===== src/rtl/tdes_ctrl.sv =====
// tdes_ctrl: sequences one Triple-DES request through an external,
// combinational single-DES core. It runs three passes (E-D-E for encrypt,
// D-E-D for decrypt) and gives each pass PASS_CYCLES cycles to settle.
// 64-bit buses: bit 63 here is bit 1 (MSB) of the DES [1:64] numbering.
// Optional feature: define TDES_DECRYPT_EN to add the mode port and the
// decrypt key sequence. Without it, every request is encrypted.
module tdes_ctrl #(
    parameter int PASS_CYCLES = 1
) (
    input  logic        clk,
    input  logic        rst,
    input  logic        in_valid,
    output logic        in_ready,
    input  logic [63:0] message,
    input  logic [63:0] key1,
    input  logic [63:0] key2,
    input  logic [63:0] key3,
`ifdef TDES_DECRYPT_EN
    input  logic        mode,
`endif
    output logic [63:0] des_msg,
    output logic [63:0] des_key,
    output logic        des_decrypt,
    input  logic [63:0] des_result,
    output logic        out_valid,
    input  logic        out_ready,
    output logic [63:0] result,
    output logic        busy
);

    typedef enum logic [2:0] {IDLE, PASS1, PASS2, PASS3, DONE} state_t;

    localparam logic [3:0] CNT_LAST = 4'(PASS_CYCLES - 1);

    state_t      state_q, state_d;
    logic [3:0]  cnt_q;
    logic [63:0] data_q;
    logic [63:0] msg_q;
    logic [63:0] key_q;
    logic        dec_q;
    logic [63:0] key_mid_q;   // key for pass 2 (always key2)
    logic [63:0] key_last_q;  // key for pass 3 (key3 encrypt, key1 decrypt)
    logic        mode_q;
    logic        mode_in;
    logic        pass_end;
    logic        accept;

`ifdef TDES_DECRYPT_EN
    assign mode_in = mode;
`else
    assign mode_in = 1'b0;
`endif

    assign pass_end = (cnt_q == CNT_LAST);
    assign accept   = in_valid && in_ready;

    // The core sees registered copies so they stay put for the whole pass and
    // keep their last value in IDLE/DONE.
    assign des_msg     = msg_q;
    assign des_key     = key_q;
    assign des_decrypt = dec_q;
    assign result      = data_q;

    // State register.
    always_ff @(posedge clk or posedge rst) begin
        if (rst) state_q <= IDLE;
        else     state_q <= state_d;
    end

    // Next-state and handshake decode.
    always_comb begin
        state_d   = state_q;
        in_ready  = 1'b0;
        out_valid = 1'b0;
        busy      = 1'b1;
        case (state_q)
            IDLE: begin
                in_ready = 1'b1;
                busy     = 1'b0;
                if (in_valid) state_d = PASS1;
            end
            PASS1: if (pass_end) state_d = PASS2;
            PASS2: if (pass_end) state_d = PASS3;
            PASS3: if (pass_end) state_d = DONE;
            DONE: begin
                out_valid = 1'b1;
                if (out_ready) state_d = IDLE;
            end
            default: state_d = IDLE;
        endcase
    end

    // Per-pass settle counter; restarts at every pass boundary.
    always_ff @(posedge clk or posedge rst) begin
        if (rst) begin
            cnt_q <= '0;
        end else if (state_q == PASS1 || state_q == PASS2 || state_q == PASS3) begin
            cnt_q <= pass_end ? 4'd0 : cnt_q + 4'd1;
        end else begin
            cnt_q <= '0;
        end
    end

    // Request capture and hand-off of each pass result to the next pass.
    always_ff @(posedge clk or posedge rst) begin
        if (rst) begin
            data_q     <= '0;
            msg_q      <= '0;
            key_q      <= '0;
            dec_q      <= 1'b0;
            key_mid_q  <= '0;
            key_last_q <= '0;
            mode_q     <= 1'b0;
        end else if (accept) begin
            data_q     <= message;
            msg_q      <= message;
            key_q      <= mode_in ? key3 : key1;
            dec_q      <= mode_in;
            key_mid_q  <= key2;
            key_last_q <= mode_in ? key1 : key3;
            mode_q     <= mode_in;
        end else if (pass_end) begin
            case (state_q)
                PASS1: begin
                    data_q <= des_result;
                    msg_q  <= des_result;
                    key_q  <= key_mid_q;
                    dec_q  <= !mode_q;
                end
                PASS2: begin
                    data_q <= des_result;
                    msg_q  <= des_result;
                    key_q  <= key_last_q;
                    dec_q  <= mode_q;
                end
                PASS3: data_q <= des_result;
                default: ;
            endcase
        end
    end

endmodule


===== config.mk =====
export PLATFORM = sky130hd
export DESIGN_NAME = tdes_ctrl
export DESIGN_NICKNAME = d
export VERILOG_FILES = /design/src/rtl/tdes_ctrl.sv
export SDC_FILE = /design/constraint.sdc
export NUM_CORES = 1
export LEC_CHECK = 0
export ABC_CLOCK_PERIOD_IN_PS = 13200
export BUFFER_PORTS_ARGS = -buffer_cell sky130_fd_sc_hd__buf_2
export CAP_MARGIN = 40
export CORE_MARGIN = 10
export CORE_UTILIZATION = 40
export CTS_BUF_LIST = sky130_fd_sc_hd__clkbuf_4
export DETAILED_ROUTE_END_ITERATION = 16
export PLACE_DENSITY = 0.66
export SYNTH_ARGS = -nofsm -noshare
export SYNTH_HDL_FRONTEND = slang
export SYNTH_SLANG_ARGS = --single-unit

===== constraint.sdc =====
create_clock -name clk -period 13.2 [get_ports clk]
set_input_delay 1.32 -clock clk [delete_from_list [all_inputs] [get_ports clk]]
set_output_delay 1.32 -clock clk [all_outputs]
set_load 0.05 [all_outputs]

==> impl_metrics.py <==
metrics = {
    "synthesis": {
        "synthDistinctLibCells": 39,
        "yosys.cell_count.top_type": "nand2_1",
        "async_set_or_reset_flop_fraction_in_the_synthesized_netlist_pct": 100,
        "main_area_contributors_after_synthesis": "dfrtp_1, nand2_1, a211oi_2",
        "synth.yosys.seq_area_share_pct": 50.8,
        "synth_top_flop_cell": "dfrtp_1",
        "syn_inst": 1680,
        "synth.cells.most_frequent": "nand2_1, dfrtp_1, nor2_1, inv_1, a211oi_1",
        "synth-edff-count": 0,
        "synth-warning-count": 0,
        "postSynthAreaPerCell_um2": 9.62,
        "syn_area_mm2": 0.0162,
        "ys_seq_elements": 328,
        "synth.largest_area_cell": "dfrtp_1",
        "synth_fp_nets": 2006,
        "post-synth-top-area-fraction_pct": 50.8,
    },
    "global_route": {
        "antenna_found_initial": 17,
        "all_layer_global_routing_usage_pct": 22.1,
        "grt_start_max_net_pins": 227,
        "gr-total-overflow": 0,
        "grt_pass1_vias": 15200,
        "grt_pass1_wl_um": 88100,
    },
    "clocking": {
        "htree_levels": 3,
        "cts.hold.buffers_added": 0,
        "cts_post_setup_buffers_inserted": 0,
        "insertion_delay_of_the_later_clocked_pin_in_the_worst_skew_pair_ns": 0.78,
        "clk_pin_slew_ns": 0.07,
        "number_of_buffers_added_by_the_clock_tree_synthesis_step": 91,
        "clock_tree.buffer_depth": 3,
        "cts.sink_count": 328,
        "cts_resized": 0,
        "tritoncts": "done",
        "cts_root_buf": "clkbuf_4",
    },
    "timing": {
        "fmaxAchievable_mhz": 262,
        "worst_slack_ns": 9.38,
        "final.hold.worst_slack_ns": 0.463,
        "fin_tns_setup_ns": 0,
        "timing_max_transition_violations_final": 0,
        "worst_clk_skew_ns": 0.0498,
        "worst_pin_slew_ns": 1.31,
        "hold_violations": 0,
        "post_route_clock_period_utilization_pct": 28.9,
        "slew_headroom_pct": 12.9,
        "grt_setup_unrepaired": "false",
        "final_period_minus_worst_setup_slack_ns": 3.82,
        "final-setup-viol-count": 0,
    },
    "worst_setup_path": {
        "worstReg2RegEnd": "des_key[0]",
        "slowest_stage": "dfrtp_4",
        "rr_startpoint": "state_q[1]",
        "criticalPathCategory": "flop to output port",
        "cells_on_worst_reg2reg_path": 5,
        "critical_path.endpoint_type": "output port",
        "critPathLaunch": "state_q[0]",
        "timing.critical_path.arrival_ns": 2.50,
        "crit_fanout": 60,
        "cp.required_ns": 11.88,
        "critPathTopFamily": "flip-flops",
        "critical_path.max_stage_delay_ns": 0.74,
        "cp_cell_sequence": "nor3_1 -> buf_2",
        "regToRegSetupSlack_ns": 10.23,
        "worst_setup_path_start_kind": "flop",
        "worstPathBufferInverterCount": 1,
    },
    "cells_and_area": {
        "post_route_cells_drive_above_1_share_pct": 35.6,
        "nNetsFinal": 2483,
        "layout_area_growth_over_synthesis_pct": 24.7,
        "num-fill-cells": 3839,
        "multi_input_area_mm2": 0.00693,
        "register_cell_area_after_layout_mm2": 0.00821,
    },
    "hold_path": {
        "min_to": "key_mid_q[50]",
        "whs_path_depth": 2,
        "hp_class": "flop to flop",
        "hold_path_startpoint": "key_mid_q[50]",
    },
    "power_and_ir_drop": {
        "p_leak_nw": 9.76,
        "vdd_ir_drop_max_mv": 0.255,
        "power_density_of_the_placed_cells_mw_per_mm2": 322,
    },
    "routing": {
        "drt_first_pass_iters": 4,
        "antenna_left": 0,
        "wl_um": 55700,
        "via_count": 14500,
        "average_routed_wire_per_standard_cell_um": 20.2,
        "first_iter_violations": 1068,
        "post_drt_via_cell_ratio": 5.27,
        "drc": 0,
    },
    "placement": {
        "routabilityCongestion": 0.836,
        "dpl_worst_slack_ns": 10.05,
        "placement.io_buffers": 519,
        "place.detailed.hpwl_um": 38000,
    },
    "floorplanning": {
        "die_width_um": 221,
        "dieHeight_um": 221,
        "die_area_mm2": 0.0489,
        "io_pins": 520,
        "initial_utilization_pct": 40.6,
        "floorplan.core_area_mm2": 0.0398,
        "fp-row-count": 73,
    },
    "outcome": {
        "outcome": "finished clean",
    },
    "flow_run": {
        "cap_viol_max_count": 0,
    },
}
[layout make-up]
cell class / instances / area share (%)
Sequential cell: 328 / 40.7
Timing Repair Buffer: 542 / 14.6
Inverter: 72 / 1.38
Antenna cell: 10 / 0.124
Clock inverter: 35 / 0.980
Clock buffer: 124 / 4.62
Multi-Input combinational cell: 1122 / 34.4
Tap cell: 525 / 3.26
[report_power, final]
part           switching, mW  internal [mW]
clock                  0.447          0.475
combinational           2.58           1.17
sequential             0.295           1.53
total                   3.32           3.17
[metrics by stage]
stage	power [mW]	utilization, %	instances	instance area (um2)
2_1_floorplan	4.69	-	1680	16200
3_3_place_gp	5.49	47.3	2582	18800
3_5_place_dp	5.60	47.7	2589	19000
4_1_cts	6.55	50.6	2748	20100
5_1_grt	6.93	50.6	2757	20200
6_report	6.48	50.6	2758	20200
[metal layers]
metal  global-route usage (%)  vias up  share of wire [%]
li1                         -     6853                  -
met4                     7.84       16                2.8
met5                        0        -               0.18
met2                     34.8      550                 47
met1                     27.5     7002                 42
met3                     7.91      109                8.3
[how the worst max path moves through the flow]
| stage | end | slack (ns) | depth (start not counted) |
|---|---|---|---|
| 4_1_cts | in_ready | 9.22 | 2 |
| 3_5_place_dp | des_key[0] | 10.05 | 5 |
| 5_1_grt | out_valid | 9.20 | 5 |
| 6_report | in_ready | 9.38 | 2 |
| 3_3_place_gp | des_key[24] | 9.23 | 4 |
| 2_1_floorplan | cnt_q[0] | 2.80 | 1 |
[worst register-to-register path, stage by stage, from the launching register on]
cell       delay, ns
dfrtp_2         0.48
buf_4           0.61
and2_4          0.69
buf_4           0.58
a2111oi_0       0.28
a211oi_1        0.28
[logic make-up (layout without fill, tap and decap cells)]
| logic type | after synthesis | after routing | share of synthesized area, % |
|---|---|---|---|
| buffers and inverters | 230 | 773 | 6.52 |
| multiplexers | 1 | 1 | 0.0619 |
| flip-flops | 328 | 328 | 50.8 |
| XOR/XNOR | 3 | 3 | 0.163 |
| adder cells (fa/ha/maj) | 2 | 2 | 0.155 |
| other | 0 | 10 | 0 |
| AO/OA/AOI/OAI | 329 | 329 | 20.1 |
| AND/OR/NAND/NOR | 787 | 787 | 22.2 |
[state kept, by name, indices dropped and copies added, names as in the netlist]
name         cells
des_decrypt      1
des_key         64
key_last_q      64
result          64
state_q          3
cnt_q            4
des_msg         64
key_mid_q       64
[cell usage in the layout (no fill, tap or decap), types with 2 or more instances in the layout]
| cell | Yosys | routed |
|---|---|---|
| or4b_4 | 1 | 2 |
| dfrtp_1 | 328 | 326 |
| buf_16 | 0 | 7 |
| a2111oi_0 | 26 | 26 |
| buf_4 | 2 | 14 |
| or2b_1 | 6 | 6 |
| inv_1 | 72 | 71 |
| a211oi_2 | 60 | 60 |
| clkinv_2 | 0 | 8 |
| a211oi_1 | 70 | 70 |
| nor3_1 | 67 | 67 |
| xnor2_1 | 2 | 2 |
| nor2_1 | 196 | 196 |
| o22ai_1 | 2 | 2 |
| o32ai_1 | 64 | 64 |
| a2bb2oi_1 | 64 | 64 |
| or3b_1 | 65 | 64 |
| ha_1 | 2 | 2 |
| buf_12 | 0 | 2 |
| diode_2 | 0 | 10 |
| clkinv_1 | 0 | 22 |
| clkbuf_4 | 0 | 124 |
| nand2b_1 | 58 | 58 |
| buf_2 | 67 | 519 |
| nand2_1 | 386 | 385 |
| inv_2 | 0 | 2 |
| bufinv_16 | 0 | 2 |
| a2111oi_2 | 38 | 38 |
Note: power is estimated with default switching activity, not from simulation.
